===== src/rtl/regfile_scoreboard.sv =====
// Register file with a per-register busy scoreboard for an in-order issue stage.
// Reserves destinations on issue, releases them on writeback, and raises stall on RAW/WAW hazards.
module regfile_scoreboard #(
    parameter int REG_WIDTH      = 32,
    parameter int REG_FILE_DEPTH = 32,
    parameter int REG_DIR_WIDTH  = 5,
    parameter int BYPASS         = 1
) (
    input  logic                     clk,
    input  logic                     rst,
    input  logic [REG_DIR_WIDTH-1:0] readr1,
    input  logic [REG_DIR_WIDTH-1:0] readr2,
    input  logic                     rden1,
    input  logic                     rden2,
    output logic [REG_WIDTH-1:0]     readd1,
    output logic [REG_WIDTH-1:0]     readd2,
    input  logic [REG_DIR_WIDTH-1:0] writer,
    input  logic [REG_WIDTH-1:0]     writedata,
    input  logic                     RegWrite,
    input  logic                     issue_valid,
    input  logic [REG_DIR_WIDTH-1:0] issue_dest,
    output logic                     stall,
    output logic [REG_DIR_WIDTH:0]   busy_count,
    output logic                     wb_err
);

    localparam bit BYPASS_EN = (BYPASS != 0);

    logic [REG_FILE_DEPTH-1:0][REG_WIDTH-1:0] regs_q, regs_d;
    logic [REG_FILE_DEPTH-1:0]                busy_q, busy_d;
    logic [REG_DIR_WIDTH:0]                   busy_count_q, busy_count_d;
    logic                                     wb_err_q, wb_err_d;

    logic wb_active;
    logic wb_hits_r1, wb_hits_r2, wb_hits_dest;
    logic src_haz1, src_haz2, waw_haz;
    logic issue_accept;

    // Hazard detection; a writeback landing this cycle resolves the hazard it would clear.
    always_comb begin
        wb_active    = RegWrite && (writer != '0);
        wb_hits_r1   = wb_active && (writer == readr1);
        wb_hits_r2   = wb_active && (writer == readr2);
        wb_hits_dest = wb_active && (writer == issue_dest);

        src_haz1 = rden1 && (readr1 != '0) && busy_q[readr1] && (!BYPASS_EN || !wb_hits_r1);
        src_haz2 = rden2 && (readr2 != '0) && busy_q[readr2] && (!BYPASS_EN || !wb_hits_r2);
        waw_haz  = issue_valid && (issue_dest != '0) && busy_q[issue_dest] && !wb_hits_dest;

        stall        = issue_valid && (src_haz1 || src_haz2 || waw_haz);
        issue_accept = issue_valid && !(src_haz1 || src_haz2 || waw_haz);
    end

    // Reads are forced to zero while reset is held so no forwarded data leaks out.
    always_comb begin
        readd1 = '0;
        readd2 = '0;
        if (!rst && (readr1 != '0)) begin
            readd1 = (BYPASS_EN && wb_hits_r1) ? writedata : regs_q[readr1];
        end
        if (!rst && (readr2 != '0)) begin
            readd2 = (BYPASS_EN && wb_hits_r2) ? writedata : regs_q[readr2];
        end
    end

    always_comb begin
        regs_d = regs_q;
        if (wb_active) begin
            regs_d[writer] = writedata;
        end

        // Clear first, then set, so a same-cycle issue of the written register keeps it busy.
        busy_d = busy_q;
        if (wb_active) begin
            busy_d[writer] = 1'b0;
        end
        if (issue_accept && (issue_dest != '0)) begin
            busy_d[issue_dest] = 1'b1;
        end
        busy_d[0] = 1'b0;

        wb_err_d = wb_err_q || (wb_active && !busy_q[writer]);

        busy_count_d = '0;
        for (int i = 1; i < REG_FILE_DEPTH; i++) begin
            busy_count_d = busy_count_d + {{REG_DIR_WIDTH{1'b0}}, busy_d[i]};
        end
    end

    always_ff @(posedge clk or posedge rst) begin
        if (rst) begin
            regs_q       <= '0;
            busy_q       <= '0;
            busy_count_q <= '0;
            wb_err_q     <= 1'b0;
        end else begin
            regs_q       <= regs_d;
            busy_q       <= busy_d;
            busy_count_q <= busy_count_d;
            wb_err_q     <= wb_err_d;
        end
    end

    assign busy_count = busy_count_q;
    assign wb_err     = wb_err_q;

endmodule


===== config.mk =====
export PLATFORM = sky130hd
export DESIGN_NAME = regfile_scoreboard
export DESIGN_NICKNAME = d
export VERILOG_FILES = /design/src/rtl/regfile_scoreboard.sv
export SDC_FILE = /design/constraint.sdc
export NUM_CORES = 2
export LEC_CHECK = 0
export BUFFER_PORTS_ARGS = -buffer_cell sky130_fd_sc_hd__buf_4
export CORE_MARGIN = 1.5
export CORE_UTILIZATION = 55
export DETAILED_ROUTE_END_ITERATION = 8
export GPL_ROUTABILITY_DRIVEN = 0
export PLACE_DENSITY_LB_ADDON = 0.08
export SETUP_SLACK_MARGIN = 0.5
export SLEW_MARGIN = 20
export SYNTH_ARGS = -nofsm -noshare
export SYNTH_HDL_FRONTEND = slang
export SYNTH_SLANG_ARGS = --single-unit

===== constraint.sdc =====
create_clock -name clk -period 66.1 [get_ports clk]
set_input_delay 9.915 -clock clk [delete_from_list [all_inputs] [get_ports clk]]
set_output_delay 9.915 -clock clk [all_outputs]
set_load 0.05 [all_outputs]

==> flow_summary.json <==
{
  "htreeDepth": 3,
  "p_leak_nw": 27.59,
  "power_density_mw_per_mm2": 33.16,
  "yosysUniqueCellTypes": 56,
  "tns_ns": 0,
  "grt_pass1_vias": 37880,
  "tightest_slew_ns": 1.184,
  "netlist_instances": 3761,
  "relSlewSlack": 0.2105,
  "clkSinkCount": 1062,
  "yosys_warnings": 0,
  "track_usage": 0.3313,
  "drc_errors": 14,
  "clkPwrFrac": 0.321,
  "syn_nets": 3849,
  "cts_root_buf": "clkbuf_16",
  "wl_met1_mm": 71.42,
  "total_power_w": 0.002130,
  "final_cell_mix": "1062 x dfrtp_1, 1003 x mux2_2, 646 x mux4_2, 181 x buf_4, 118 x clkbuf_16",
  "synthArstFlopShare": 1.000,
  "dr_wl_met3_mm": 13.87,
  "finalClockSkew_ns": 0.007870,
  "comb_power_share": 0.269,
  "critPathCaptureType": "primary output",
  "dieArea_sq_mm": 0.1084,
  "dr_wl_met2_mm": 84.38,
  "synth_ff_type": "dfrtp_1",
  "path_class": "primary input to primary output",
  "cts_buffers": 117,
  "gr-total-overflow": 0,
  "fin_crit_ns": 23.94,
  "status": "complete, but fails checks",
  "hpwl_mm": 91.67,
  "post_cts_buffers": 0,
  "start_util": 0.5551,
  "netlist_area_sq_mm": 0.05851,
  "routed.top_layer": "met4",
  "die_h_um": 329.2,
  "area_delta_synth_final_pct": 9.779,
  "layout-drive-gt1-share": 0.5585,
  "seqPwrFrac": 0.410,
  "rows": 119,
  "yosysTopAreaCellShare": 0.4542,
  "rsz0062_at_grt": "false",
  "cp.arrival_ns": 14.03,
  "ys_top_cells_by_area": "dfrtp_1 45%, mux4_2 25%, mux2_2 19%",
  "n_antenna_cell": 0,
  "port_buffers": 129,
  "ctsHoldBuffers": 0,
  "ant_nets": 0,
  "slew_viol_final": 0,
  "final.fill_count": 7762,
  "start_kind": "primary input",
  "io_pins": 130,
  "synth-edff-count": 0,
  "cp.required_ns": 56.19,
  "cts_tree": "built",
  "fin_crit_sh": 0.3622,
  "seq_area_frac_synth": 0.4542,
  "wl_mm": 175.9,
  "cts_buffer_depth": 3,
  "via_count": 36290,
  "setup_viol": 0,
  "vias_per_cell": 7.070,
  "drt-initial-drc-count": 3676,
  "fmaxAchievable_ghz": 0.04177,
  "avgSynthCellArea_sq_um": 15.56,
  "wl_per_cell_um": 34.28,
  "internal_power_w": 0.001503,
  "die_w_um": 329.2,
  "power.switching_w": 0.0006270,
  "grt_pass1_wl_mm": 260.9,
  "violations": "DRC",
  "final_common_cell": "dfrtp_1",
  "finalNetCount": 3731,
  "yosysTopAreaCell": "dfrtp_1",
  "post_cts_resized": 0,
  "ir_drop_v": 0.00004857,
  "hold_path_class": "flop to flop",
  "antenna_found_initial": 0,
  "path_clk_slew_ns": 0.06,
  "firstDrtPassIters": 7,
  "maxCapViolCount": 0,
  "grt_max_degree": 188,
  "p_sw_frac": 0.2944,
  "clock_latency_ns": 0.70,
  "crit_fanout": 60,
  "hold_viol": 0,
  "core-area_sq_mm": 0.1054,
  "ys_ff_latch": 1062
}
[worst max-delay path, cell delays in order]
cell	delay (ns)
buf_8	0.34
buf_4	0.87
buf_4	0.90
mux4_2	0.41
and2_1	0.16
a2111oi_0	0.57
a41oi_1	0.09
o21ai_0	0.26
o22ai_1	0.18
buf_4	0.22
[state kept, by name, indices dropped and copies added, names as in the netlist]
register    cells
regs_q       1024
busy_q         31
busy_count      6
wb_err          1
[power groups by stage]
stage / combinational, W / clock, W / sequential (W)
2_1_floorplan: 0.000456 / 0 / 0.000854
5_1_grt: 0.000622 / 0.000722 / 0.000888
6_report: 0.000573 / 0.000684 / 0.000873
3_3_place_gp: 0.000558 / 0 / 0.000865
4_1_cts: 0.000575 / 0.000694 / 0.000869
3_5_place_dp: 0.000573 / 0 / 0.000880
[synth_stat cells (all sizes together), types with 2 or more instances]
cell type and count:
dfrtp 1062, mux2 1003, mux4 648, buf 218, clkbuf 215, mux2i 80, o21ai 78, nand2 77
nor2 64, inv 40, a21oi 39, nand3 36, a211oi 33, fa 23, o22ai 13, nor2b 11
o21a 11, o22a 10, xor2 10, nand3b 9, xnor2 8, ha 7, nand4 7, nor3b 6
nor3 5, o211ai 5, and3b 4, or2 4, a21o 3, a31oi 3, and2 3, o31ai 3
o41ai 3, or3b 3, a221oi 2, and3 2, nor4 2, o21bai 2, or3 2
[final cells by class]
| class | instances | area [sq um] | share of cell area |
|---|---|---|---|
| timing repair buffer | 196 | 1619 | 0.02521 |
| clock inverter | 45 | 564.3 | 0.008785 |
| tap | 1391 | 1740 | 0.02709 |
| clock buffer | 173 | 3470 | 0.05401 |
| inverter | 40 | 160.2 | 0.002493 |
| multi-input combinational | 2226 | 30110 | 0.4687 |
| sequential | 1062 | 26580 | 0.4137 |
[per-stage QoR]
stage | hold slack (ns) | area, sq um | std cells | util | worst slack (ns)
6_report | 0.3955 | 64230 | 5133 | 0.6093 | 42.16
5_1_grt | 0.4080 | 64230 | 5133 | 0.6093 | 41.90
4_1_cts | 0.3972 | 64160 | 5131 | 0.6086 | 41.83
3_5_place_dp | 0.3836 | 60120 | 4913 | 0.5703 | 41.83
3_3_place_gp | 0.3763 | 60120 | 4913 | 0.5703 | 41.82
2_1_floorplan | 0.4413 | 58510 | 3761 | - | 18.23
[final timing paths]
path / slack, ns / end / start / cells after the start
worst max register to register: 59.04 / busy_count[4]$_DFF_PP0_ / busy_q[18]$_DFF_PP0_ / 21
worst min register to register: 0.40 / regs_q[8]$_DFFE_PP0P_ / regs_q[8]$_DFFE_PP0P_ / 0
worst max-delay path: 42.16 / readd1[15] / readr1[1] / 10
worst min-delay path: 0.40 / regs_q[8]$_DFFE_PP0P_ / regs_q[8]$_DFFE_PP0P_ / 0
min in group asynchronous: 9.44 / busy_q[9]$_DFF_PP0_ / rst / 2
max in group asynchronous: 53.33 / regs_q[531]$_DFFE_PP0P_ / rst / 6
[cells by family (layout without fill, tap and decap cells)]
family                     after synthesis  in the layout  synth area share
xor gates and xnor gates                18             18          0.002694
and+or+nand+nor                        236            236           0.01903
adders and majority gates               30             30          0.009366
DFF                                   1062           1062            0.4542
AOI/OAI and AO/OA                      211            211           0.02267
muxes                                 1731           1731            0.4563
buffers and inverters                  473            454           0.03580
[per-layer routing]
| layer | vias up | GRT usage |
|---|---|---|
| met5 | - | 0 |
| met4 | 0 | 0.1145 |
| met3 | 357 | 0.05402 |
| met2 | 1735 | 0.5238 |
| met1 | 19870 | 0.4711 |
| li1 | 14340 | - |
(Power assumes the default switching activity.)
